### config.mk
export PLATFORM = sky130hd
export DESIGN_NAME = systolic_ctrl_flat
export DESIGN_NICKNAME = d
export VERILOG_FILES = /design/src/rtl/systolic_pkg.sv /design/src/rtl/systolic_ctrl_if.sv /design/src/rtl/sa_valid_pipe.sv /design/src/rtl/systolic_ctrl.sv /design/src/flat_wrapper.sv
export SDC_FILE = /design/constraint.sdc
export NUM_CORES = 1
export LEC_CHECK = 0
export CORE_AREA = 4 4 309 311
export CTS_CLUSTER_SIZE = 24
export DETAILED_ROUTE_END_ITERATION = 12
export DIE_AREA = 0 0 313 315
export DONT_BUFFER_PORTS = 1
export SLEW_MARGIN = 20
export SYNTH_ARGS = -nofsm -noshare
export SYNTH_HDL_FRONTEND = slang
export SYNTH_SLANG_ARGS = --single-unit
### constraint.sdc
create_clock -name clk -period 1.8 [get_ports clk]
set_clock_uncertainty 0.2 [all_clocks]
set_input_delay 0.36 -clock clk [delete_from_list [all_inputs] [get_ports clk]]
set_output_delay 0.36 -clock clk [all_outputs]
set_load 0.05 [all_outputs]
### src/rtl/systolic_pkg.sv
// rtl/systolic_pkg.sv - shared parameters, FSM states and tag type for the systolic sequencer
package systolic_pkg;
  localparam int N       = 4;
  localparam int DW      = 32;
  localparam int ARR_LAT = 2 * N - 1;
  localparam int CW      = 8;
  localparam int WCW     = $clog2(N);

  typedef enum logic [2:0] {IDLE, LOAD_W, SETTLE, STREAM, DRAIN, DONE} state_e;

  typedef struct packed {
    logic valid;
    logic last;
  } tag_t;
endpackage

### src/rtl/systolic_ctrl_if.sv
// rtl/systolic_ctrl_if.sv - config, weight/activation streams, array and result ports of the sequencer
interface systolic_ctrl_if;
  import systolic_pkg::*;

  logic          cfg_start;
  logic [CW-1:0] cfg_nrows;
  logic          w_valid;
  logic          w_ready;
  logic [N*DW-1:0] w_data;
  logic          a_valid;
  logic          a_ready;
  logic [N*DW-1:0] a_data;
  logic [N*DW-1:0] sa_a;
  logic [N*DW-1:0] sa_b;
  logic          sa_switch;
  logic [N*DW-1:0] sa_ans;
  logic          res_valid;
  logic [N*DW-1:0] res_data;
  logic          res_last;
  logic          busy;
  logic          done;

  modport master (
    output cfg_start, cfg_nrows, w_valid, w_data, a_valid, a_data, sa_ans,
    input  w_ready, a_ready, sa_a, sa_b, sa_switch, res_valid, res_data, res_last, busy, done
  );

  modport slave (
    input  cfg_start, cfg_nrows, w_valid, w_data, a_valid, a_data, sa_ans,
    output w_ready, a_ready, sa_a, sa_b, sa_switch, res_valid, res_data, res_last, busy, done
  );
endinterface

### src/rtl/sa_valid_pipe.sv
// rtl/sa_valid_pipe.sv - fixed-depth {valid,last} shift register tracking activations through the array
module sa_valid_pipe #(
  parameter int DEPTH = 7
) (
  input  logic clk,
  input  logic rst,
  input  logic in_valid,
  input  logic in_last,
  output logic out_valid,
  output logic out_last,
  output logic any_valid
);
  logic [DEPTH-1:0] valid_q, valid_d;
  logic [DEPTH-1:0] last_q, last_d;

  always_comb begin
    valid_d = {valid_q[DEPTH-2:0], in_valid};
    last_d  = {last_q[DEPTH-2:0], in_last};
  end

  always_ff @(posedge clk) begin
    if (rst) begin
      valid_q <= '0;
      last_q  <= '0;
    end else begin
      valid_q <= valid_d;
      last_q  <= last_d;
    end
  end

  assign out_valid = valid_q[DEPTH-1];
  assign out_last  = last_q[DEPTH-1];
  assign any_valid = |valid_q;
endmodule

### src/rtl/systolic_ctrl.sv
// rtl/systolic_ctrl.sv - loads a weight tile, streams a job of activation rows and returns tagged array results
module systolic_ctrl
  import systolic_pkg::*;
(
  input  logic           clk,
  input  logic           rst,
  systolic_ctrl_if.slave bus
);
  state_e          state_q;
  logic [CW-1:0]   nrows_q;
  logic [CW-1:0]   issued_q;
  logic [WCW-1:0]  wcnt_q;
  logic [N*DW-1:0] sa_a_q, sa_b_q, res_data_q;
  logic            sa_switch_q, w_ready_q, a_ready_q, busy_q, done_q;
  logic            res_valid_q, res_last_q;
  tag_t            tag_q;
  logic            pipe_out_valid, pipe_out_last, pipe_any;
  logic            w_fire, a_fire, last_row;

  assign w_fire   = bus.w_valid & w_ready_q;
  assign a_fire   = bus.a_valid & a_ready_q;
  assign last_row = (issued_q == nrows_q - CW'(1));

  always_ff @(posedge clk) begin
    if (rst) begin
      state_q     <= IDLE;
      nrows_q     <= '0;
      issued_q    <= '0;
      wcnt_q      <= '0;
      sa_a_q      <= '0;
      sa_b_q      <= '0;
      sa_switch_q <= 1'b0;
      w_ready_q   <= 1'b0;
      a_ready_q   <= 1'b0;
      busy_q      <= 1'b0;
      done_q      <= 1'b0;
      tag_q       <= '0;
    end else begin
      done_q <= 1'b0;
      tag_q  <= '0;
      case (state_q)
        IDLE: begin
          if (bus.cfg_start) begin
            nrows_q     <= bus.cfg_nrows;
            issued_q    <= '0;
            wcnt_q      <= '0;
            w_ready_q   <= 1'b1;
            sa_switch_q <= 1'b1;
            busy_q      <= 1'b1;
            state_q     <= LOAD_W;
          end
        end
        LOAD_W: begin
          if (w_fire) begin
            sa_b_q <= bus.w_data;
            wcnt_q <= wcnt_q + WCW'(1);
            if (wcnt_q == WCW'(N - 1)) begin
              w_ready_q <= 1'b0;
              state_q   <= SETTLE;
            end
          end
        end
        SETTLE: begin
          sa_switch_q <= 1'b0;
          sa_b_q      <= '0;
          if (nrows_q == '0) begin
            done_q  <= 1'b1;
            state_q <= DONE;
          end else begin
            a_ready_q <= 1'b1;
            state_q   <= STREAM;
          end
        end
        STREAM: begin
          // Bubble cycles still push an empty tag so the tracker stays aligned with sa_a.
          sa_a_q     <= a_fire ? bus.a_data : '0;
          tag_q.valid <= a_fire;
          tag_q.last  <= a_fire & last_row;
          if (a_fire) begin
            issued_q <= issued_q + CW'(1);
            if (last_row) begin
              a_ready_q <= 1'b0;
              state_q   <= DRAIN;
            end
          end
        end
        DRAIN: begin
          sa_a_q <= '0;
          if (!pipe_any && !tag_q.valid) begin
            done_q  <= 1'b1;
            state_q <= DONE;
          end
        end
        DONE: begin
          busy_q  <= 1'b0;
          state_q <= IDLE;
        end
        default: state_q <= IDLE;
      endcase
    end
  end

  // tag_q sits alongside sa_a, so the pipe output lines up with the cycle sa_ans is valid.
  sa_valid_pipe #(.DEPTH(ARR_LAT)) u_pipe (
    .clk       (clk),
    .rst       (rst),
    .in_valid  (tag_q.valid),
    .in_last   (tag_q.last),
    .out_valid (pipe_out_valid),
    .out_last  (pipe_out_last),
    .any_valid (pipe_any)
  );

  always_ff @(posedge clk) begin
    if (rst) begin
      res_valid_q <= 1'b0;
      res_last_q  <= 1'b0;
      res_data_q  <= '0;
    end else begin
      res_valid_q <= pipe_out_valid;
      res_last_q  <= pipe_out_valid & pipe_out_last;
      res_data_q  <= pipe_out_valid ? bus.sa_ans : '0;
    end
  end

  assign bus.w_ready   = w_ready_q;
  assign bus.a_ready   = a_ready_q;
  assign bus.sa_a      = sa_a_q;
  assign bus.sa_b      = sa_b_q;
  assign bus.sa_switch = sa_switch_q;
  assign bus.res_valid = res_valid_q;
  assign bus.res_data  = res_data_q;
  assign bus.res_last  = res_last_q;
  assign bus.busy      = busy_q;
  assign bus.done      = done_q;
endmodule
### src/flat_wrapper.sv
// flat-port wrapper written by rule: the top's interface ports become plain ports
module systolic_ctrl_flat import systolic_pkg::*;
  (clk, rst, bus_cfg_start, bus_cfg_nrows, bus_w_valid, bus_w_data, bus_a_valid, bus_a_data, bus_sa_ans, bus_w_ready, bus_a_ready, bus_sa_a, bus_sa_b, bus_sa_switch, bus_res_valid, bus_res_data, bus_res_last, bus_busy, bus_done);
  systolic_ctrl_if bus_i ();
  input  logic clk;
  input  logic rst;
  input wire logic [$bits(bus_i.cfg_start)-1:0] bus_cfg_start;
  input wire logic [$bits(bus_i.cfg_nrows)-1:0] bus_cfg_nrows;
  input wire logic [$bits(bus_i.w_valid)-1:0] bus_w_valid;
  input wire logic [$bits(bus_i.w_data)-1:0] bus_w_data;
  input wire logic [$bits(bus_i.a_valid)-1:0] bus_a_valid;
  input wire logic [$bits(bus_i.a_data)-1:0] bus_a_data;
  input wire logic [$bits(bus_i.sa_ans)-1:0] bus_sa_ans;
  output wire logic [$bits(bus_i.w_ready)-1:0] bus_w_ready;
  output wire logic [$bits(bus_i.a_ready)-1:0] bus_a_ready;
  output wire logic [$bits(bus_i.sa_a)-1:0] bus_sa_a;
  output wire logic [$bits(bus_i.sa_b)-1:0] bus_sa_b;
  output wire logic [$bits(bus_i.sa_switch)-1:0] bus_sa_switch;
  output wire logic [$bits(bus_i.res_valid)-1:0] bus_res_valid;
  output wire logic [$bits(bus_i.res_data)-1:0] bus_res_data;
  output wire logic [$bits(bus_i.res_last)-1:0] bus_res_last;
  output wire logic [$bits(bus_i.busy)-1:0] bus_busy;
  output wire logic [$bits(bus_i.done)-1:0] bus_done;
  assign bus_i.cfg_start = bus_cfg_start;
  assign bus_i.cfg_nrows = bus_cfg_nrows;
  assign bus_i.w_valid = bus_w_valid;
  assign bus_i.w_data = bus_w_data;
  assign bus_i.a_valid = bus_a_valid;
  assign bus_i.a_data = bus_a_data;
  assign bus_i.sa_ans = bus_sa_ans;
  assign bus_w_ready = bus_i.w_ready;
  assign bus_a_ready = bus_i.a_ready;
  assign bus_sa_a = bus_i.sa_a;
  assign bus_sa_b = bus_i.sa_b;
  assign bus_sa_switch = bus_i.sa_switch;
  assign bus_res_valid = bus_i.res_valid;
  assign bus_res_data = bus_i.res_data;
  assign bus_res_last = bus_i.res_last;
  assign bus_busy = bus_i.busy;
  assign bus_done = bus_i.done;
  systolic_ctrl u_core (.clk(clk), .rst(rst), .bus(bus_i));
endmodule
### After elaboration in Yosys (flattened, before gate mapping)

Cells that the tools add are included.

| storage, ports and cells | value |
|---|---|
| output and inout bits | 391 |
| register bits after elaboration | 428 |
| word-level logic and storage cells | 96 |

| cells by class | value |
|---|---|
| reduce and logical (&&, ||, !) cells | 24 |
| mux-type cells | 31 |
| equality and inequality tests | 14 |
| bitwise operators | 6 |
| add/subtract/negate cells | 3 |

Operator list:

| kind | count |
|---|---|
| $pmux W128 S2 | 2 |
| $mux W128 | 2 |
| $mux W3 | 7 |
| $mux W8 | 2 |
| $pmux W8 S2 | 1 |
| $pmux W3 S5 | 1 |
| $reduce_bool A2 Y1 | 7 |
| $ne A2 B1 Y1 const B | 5 |
| $pmux W1 S2 | 5 |
| $add A8 B1 Y8 const B | 1 |
| $eq A8 B8 Y1 | 1 |
| $logic_not A8 Y1 | 1 |
| $mux W1 | 8 |
| $reduce_and A2 Y1 | 4 |
| $reduce_and A4 Y1 | 2 |
| $sub A8 B1 Y8 const B | 1 |
| $reduce_or A7 Y1 | 1 |
| $eq A3 B2 Y1 const B | 2 |
| $eq A3 B3 Y1 const B | 2 |
| $reduce_and A3 Y1 | 2 |
| $reduce_and A6 Y1 | 1 |
| $and A1 B1 Y1 | 4 |
| $mux W2 | 2 |
| $ne A2 B2 Y1 const B | 2 |
| other kinds (9) | 12 |

### Depth between registers and ports, before layout

| depth | value |
|---|---|
| depth after elaboration | 5 |
| gate-level depth with buffers | 7 |
| mapped depth without buffers | 7 |

### Cells and area by module

A second synthesis with hierarchy kept.

| unflattened totals | value |
|---|---|
| cells, all modules | 1335 |
| area total of the unflattened synthesis | 13529.2 um^2 |

Modules (own cells, without submodules):

| module | cells an instance | instances | seq. area each (um^2) | area each (um^2) |
|---|---|---|---|---|
| systolic_ctrl | 1303 | 1 | 8287.9 | 13110.1 |
| sa_valid_pipe | 32 | 1 | 280.3 | 419.2 |

### Worst setup path before layout

Ideal clock, no wire load.

| timing | value |
|---|---|
| path type | register -> register |
| start | reg u_core.w_ready_q (netlist: u_core.bus.w_ready) |
| end | reg u_core.sa_b_q[109] (netlist: u_core.bus.sa_b[109]) |
| data required time | 1.530 ns |
| stages on the path, launching flop included | 7 |
| path slack | -0.290 ns |
| data arrival time | 1.819 ns |
| cells stage by stage | dfxtp_1 -> nand2_1 -> nor3_1 -> clkbuf_1 -> buf_1 -> nand2_1 -> a21oi_1 |

| on the way | value |
|---|---|
| cells in the longest elaborated chain, start to end | 3 |

Ends and longest elaborated chain:

| element | RTL line | text |
|---|---|---|
| start, declared | systolic_ctrl.sv:14 | `logic sa_switch_q, w_ready_q, a_ready_q, busy_q, done_q;` |
| start signal, assigned | systolic_ctrl.sv:33 | `w_ready_q <= 1'b0;` |
| start signal, assigned | systolic_ctrl.sv:47 | `w_ready_q <= 1'b1;` |
| start signal, assigned | systolic_ctrl.sv:58 | `w_ready_q <= 1'b0;` |
| $and A1 B1 Y1 | systolic_ctrl.sv:20 | `assign w_fire = bus.w_valid & w_ready_q;` |
| $ne A2 B1 Y1 (no source line) | - |  |
| $reduce_and A2 Y1 (no source line) | - |  |
| end signal, assigned | systolic_ctrl.sv:55 | `sa_b_q <= bus.w_data;` |
| end, declared | systolic_ctrl.sv:13 | `logic [N*DW-1:0] sa_a_q, sa_b_q, res_data_q;` |

No other way between the ends.
A chain may end at the register's enable or synchronous reset.

### Final worst setup path

| timing | value |
|---|---|
| start | reg u_core.state_q[1] |
| end | reg u_core.sa_a_q[50] (netlist: u_core.bus.sa_a[50]) |

| on the way | value |
|---|---|
| cells in the longest elaborated chain, start to end | 2 |

Ends and longest elaborated chain:

| element | RTL line | text |
|---|---|---|
| start, declared | systolic_ctrl.sv:9 | `state_e state_q;` |
| start signal, assigned | systolic_ctrl.sv:26 | `state_q <= IDLE;` |
| start signal, assigned | systolic_ctrl.sv:50 | `state_q <= LOAD_W;` |
| start signal, assigned | systolic_ctrl.sv:59 | `state_q <= SETTLE;` |
| $eq A3 B3 Y1 / $eq A3 B2 Y1 (equally long branches) | systolic_ctrl.sv:41 | `case (state_q)` |
| $pmux W128 S2 / $reduce_bool A2 Y1 (equally long branches) | - |  |
| end signal, assigned | systolic_ctrl.sv:76 | `sa_a_q <= a_fire ? bus.a_data : '0;` |
| end, declared | systolic_ctrl.sv:13 |  |

Parallel ways exist; a longest one is shown, timed or not.

==> metrics.yaml <==
status: "complete, but fails checks"
violations: "hold timing, setup timing"
tritoncts: "yes"
numPortBuffers: 0
htree_levels: 2
drive_gt1_share_pct: 34.9
worstSkewPairLatency_ps: 590
hp-start: "rst"
peakVddDrop_mv: 0.595
rsz0062_at_grt: "yes"
worst_pin_slew_ps: 462
grt_util_met3_pct: 7.05
syn_nets: 1736
yosysSeqAreaShare_pct: 62.8
final_cell_mix: "dlygate4sd3_1, dfxtp_2, nand2_1"
post_drt_wl_per_cell_um: 22.0
nNetsFinal: 2266
dp.cells: 2680
ant_nets: 0
arrival_ps: 2140
met1_usage_pct: 12.0
start_kind: "flop"
setup_ws_ps: -45.4
hold-path-cell-count: 1
async_reset_ff_share_pct: 0
slew_violations: 0
grt_busiest_layer: "met2"
relSlewSlack_pct: 68.9
drt_wl_total_um: 69500
syn_inst: 1335
dieArea_mm2: 0.0986
drt_first_pass_iters: 5
ys.flop_type: "dfxtp_1"
die_h_um: 315
hold_path_class: "in -> reg"
cts_num_sinks: 428
grt_pass1_wl_um: 88300
antenna_found_initial: 8
r2r_slack_ps: -50
yosysWarnings: 0
cts-root-buf: "clkbuf_16"
vias: 12300
core_area_mm2: 0.0928
synth.distinct_cells: 43
start_util_pct: 14.7
fp.dieW_um: 313
synth_edf_count: 0
drc: 0
grt.met2_usage_pct: 20.4
setup_tns_ps: -1700
stdcell_count: 3159
setup_viol: 77
reg2reg_depth: 8
grt_use_total_pct: 12.2
syn2layout_area_growth_pct: 69.9
syn_avg_cell_area_um2: 10.2
drt-initial-drc-count: 744
fmax_mhz: 542
final_common_cell: "dlygate4sd3_1"
dp_hpwl_um: 47200
grt_max_degree: 106
min_period_ps: 1850
timing.rr.start: "u_core.state_q[1]"
path_clk_slew_ps: 60
whs_ps: -361
power.leakage_nw: 8.88
vias_per_cell: 3.89
r2r-end: "u_core.bus.sa_a[50]"
ys_seq_elements: 428
power.density_mw_per_mm2: 979
finalHoldViolations: 91
first_global_vias: 12400
path_class: "reg -> reg"
row_count: 112
fin_crit_sh_pct: 103
place_area_mm2: 0.0165
max_cap_violations: 0
required_ps: 2090
cts_buffers: 47
clockBufferDepth: 3
synthesis.area_mm2: 0.0136
end_kind: "flop"
pre_cts_ws_ps: -194
holdPathEnd: "u_core.nrows_q[3]"
final_area_mm2: 0.0232
crit_path_max_fanout: 19
gp_congestion: 0.828
io_pins: 788
grt-ovfl-total: 0
[layer usage]
metal | share of wire [%] | routed length (um)
met5 | 0.082 | 57
met3 | 13 | 8920
met1 | 33 | 23200
met4 | 5.5 | 3830
met2 | 48 | 33500
[logic make-up after synthesis]
| family | synth area share, % |
|---|---|
| AO/OA/AOI/OAI | 14.8 |
| flip-flops | 62.8 |
| AND/OR/NAND/NOR | 17.5 |
| buffers and inverters | 3.23 |
| adder cells (fa/ha/maj) | 0.367 |
| XOR/XNOR | 1.28 |
[synthesized netlist by cell type, types with 4 or more instances]
master	n	area (um^2)
xnor2_1	12	105
clkbuf_1	64	240
dfxtp_1	428	8570
a21oi_1	143	716
nand3_1	72	360
nand2_1	215	807
nor3_1	5	25.0
buf_1	12	45.0
and2_1	129	807
nand2b_1	7	43.8
nor2b_1	16	100
nor4_1	4	25.0
ha_1	4	50.1
and3_1	6	37.5
buf_2	25	125
a22o_1	128	1120
xor2_1	8	70.1
inv_1	5	18.8
nor2_1	21	78.8
[flip-flops by register name, indices dropped and copies added, names as in the netlist, 2 cells and up]
name                   count
u_core.bus.res_data      128
u_core.bus.sa_a          128
u_core.bus.sa_b          128
u_core.issued_q            8
u_core.nrows_q             8
u_core.state_q             3
u_core.tag_q               2
u_core.u_pipe.last_q       7
u_core.u_pipe.valid_q      7
u_core.wcnt_q              2
[metrics by stage]
| stage | utilization (%) | hold slack (ps) | total power, mW |
|---|---|---|---|
| 6_report | 25.0 | -361 | 22.7 |
| 2_1_floorplan | - | 206 | 11.2 |
| 5_1_grt | 25.0 | -427 | 23.5 |
| 3_3_place_gp | 17.7 | 240 | 11.8 |
| 4_1_cts | 24.0 | -437 | 22.7 |
| 3_5_place_dp | 17.7 | 241 | 11.8 |
[power breakdown]
part	switching (mW)	internal, mW
Sequential	0.423	9.64
Combinational	1.30	1.36
Clock	4.20	5.75
[repair_timing]
item,CTS,global route
setup buffers,11,11
endpoints found under the setup margin,595,228
pin swaps,13,81
gates resized for setup,372,75
hold buffers,336,7
hold endpoints to repair,427,92
gates cloned,1,25
[cell type report]
cell class / instances / area [um^2]
fill: 9627 / 69600
clock buffer: 69 / 1410
multi-input combinational: 800 / 4840
tap: 1254 / 1570
inverter: 5 / 18.8
clock inverter: 17 / 178
timing repair buffer: 583 / 6190
sequential: 428 / 8960
antenna: 3 / 7.51
[worst max-delay path, cell delays in order, from the launching register on]
cell and delay, ps:
dfxtp_4 370, buf_4 150, nand2b_4 160, o22ai_4 130
nor2_4 60, buf_12 140, buf_12 150, buf_16 150
a22o_1 200
[how the worst max path moves through the flow]
stage                 startpoint              endpoint  slack [ps]  depth (start not counted)
3_3_place_gp   u_core.nrows_q[1]    u_core.bus.a_ready        -200                          7
2_1_floorplan  u_core.state_q[2]     u_core.state_q[1]         -30                          7
3_5_place_dp   u_core.state_q[1]  u_core.bus.sa_a[126]        -190                          6
5_1_grt        u_core.state_q[2]   u_core.bus.sa_a[20]        -120                          8
6_report       u_core.state_q[1]   u_core.bus.sa_a[50]         -50                          8
4_1_cts        u_core.state_q[1]     u_core.state_q[1]         -80                          6
No activity file was read; power rests on OpenSTA's default activity.
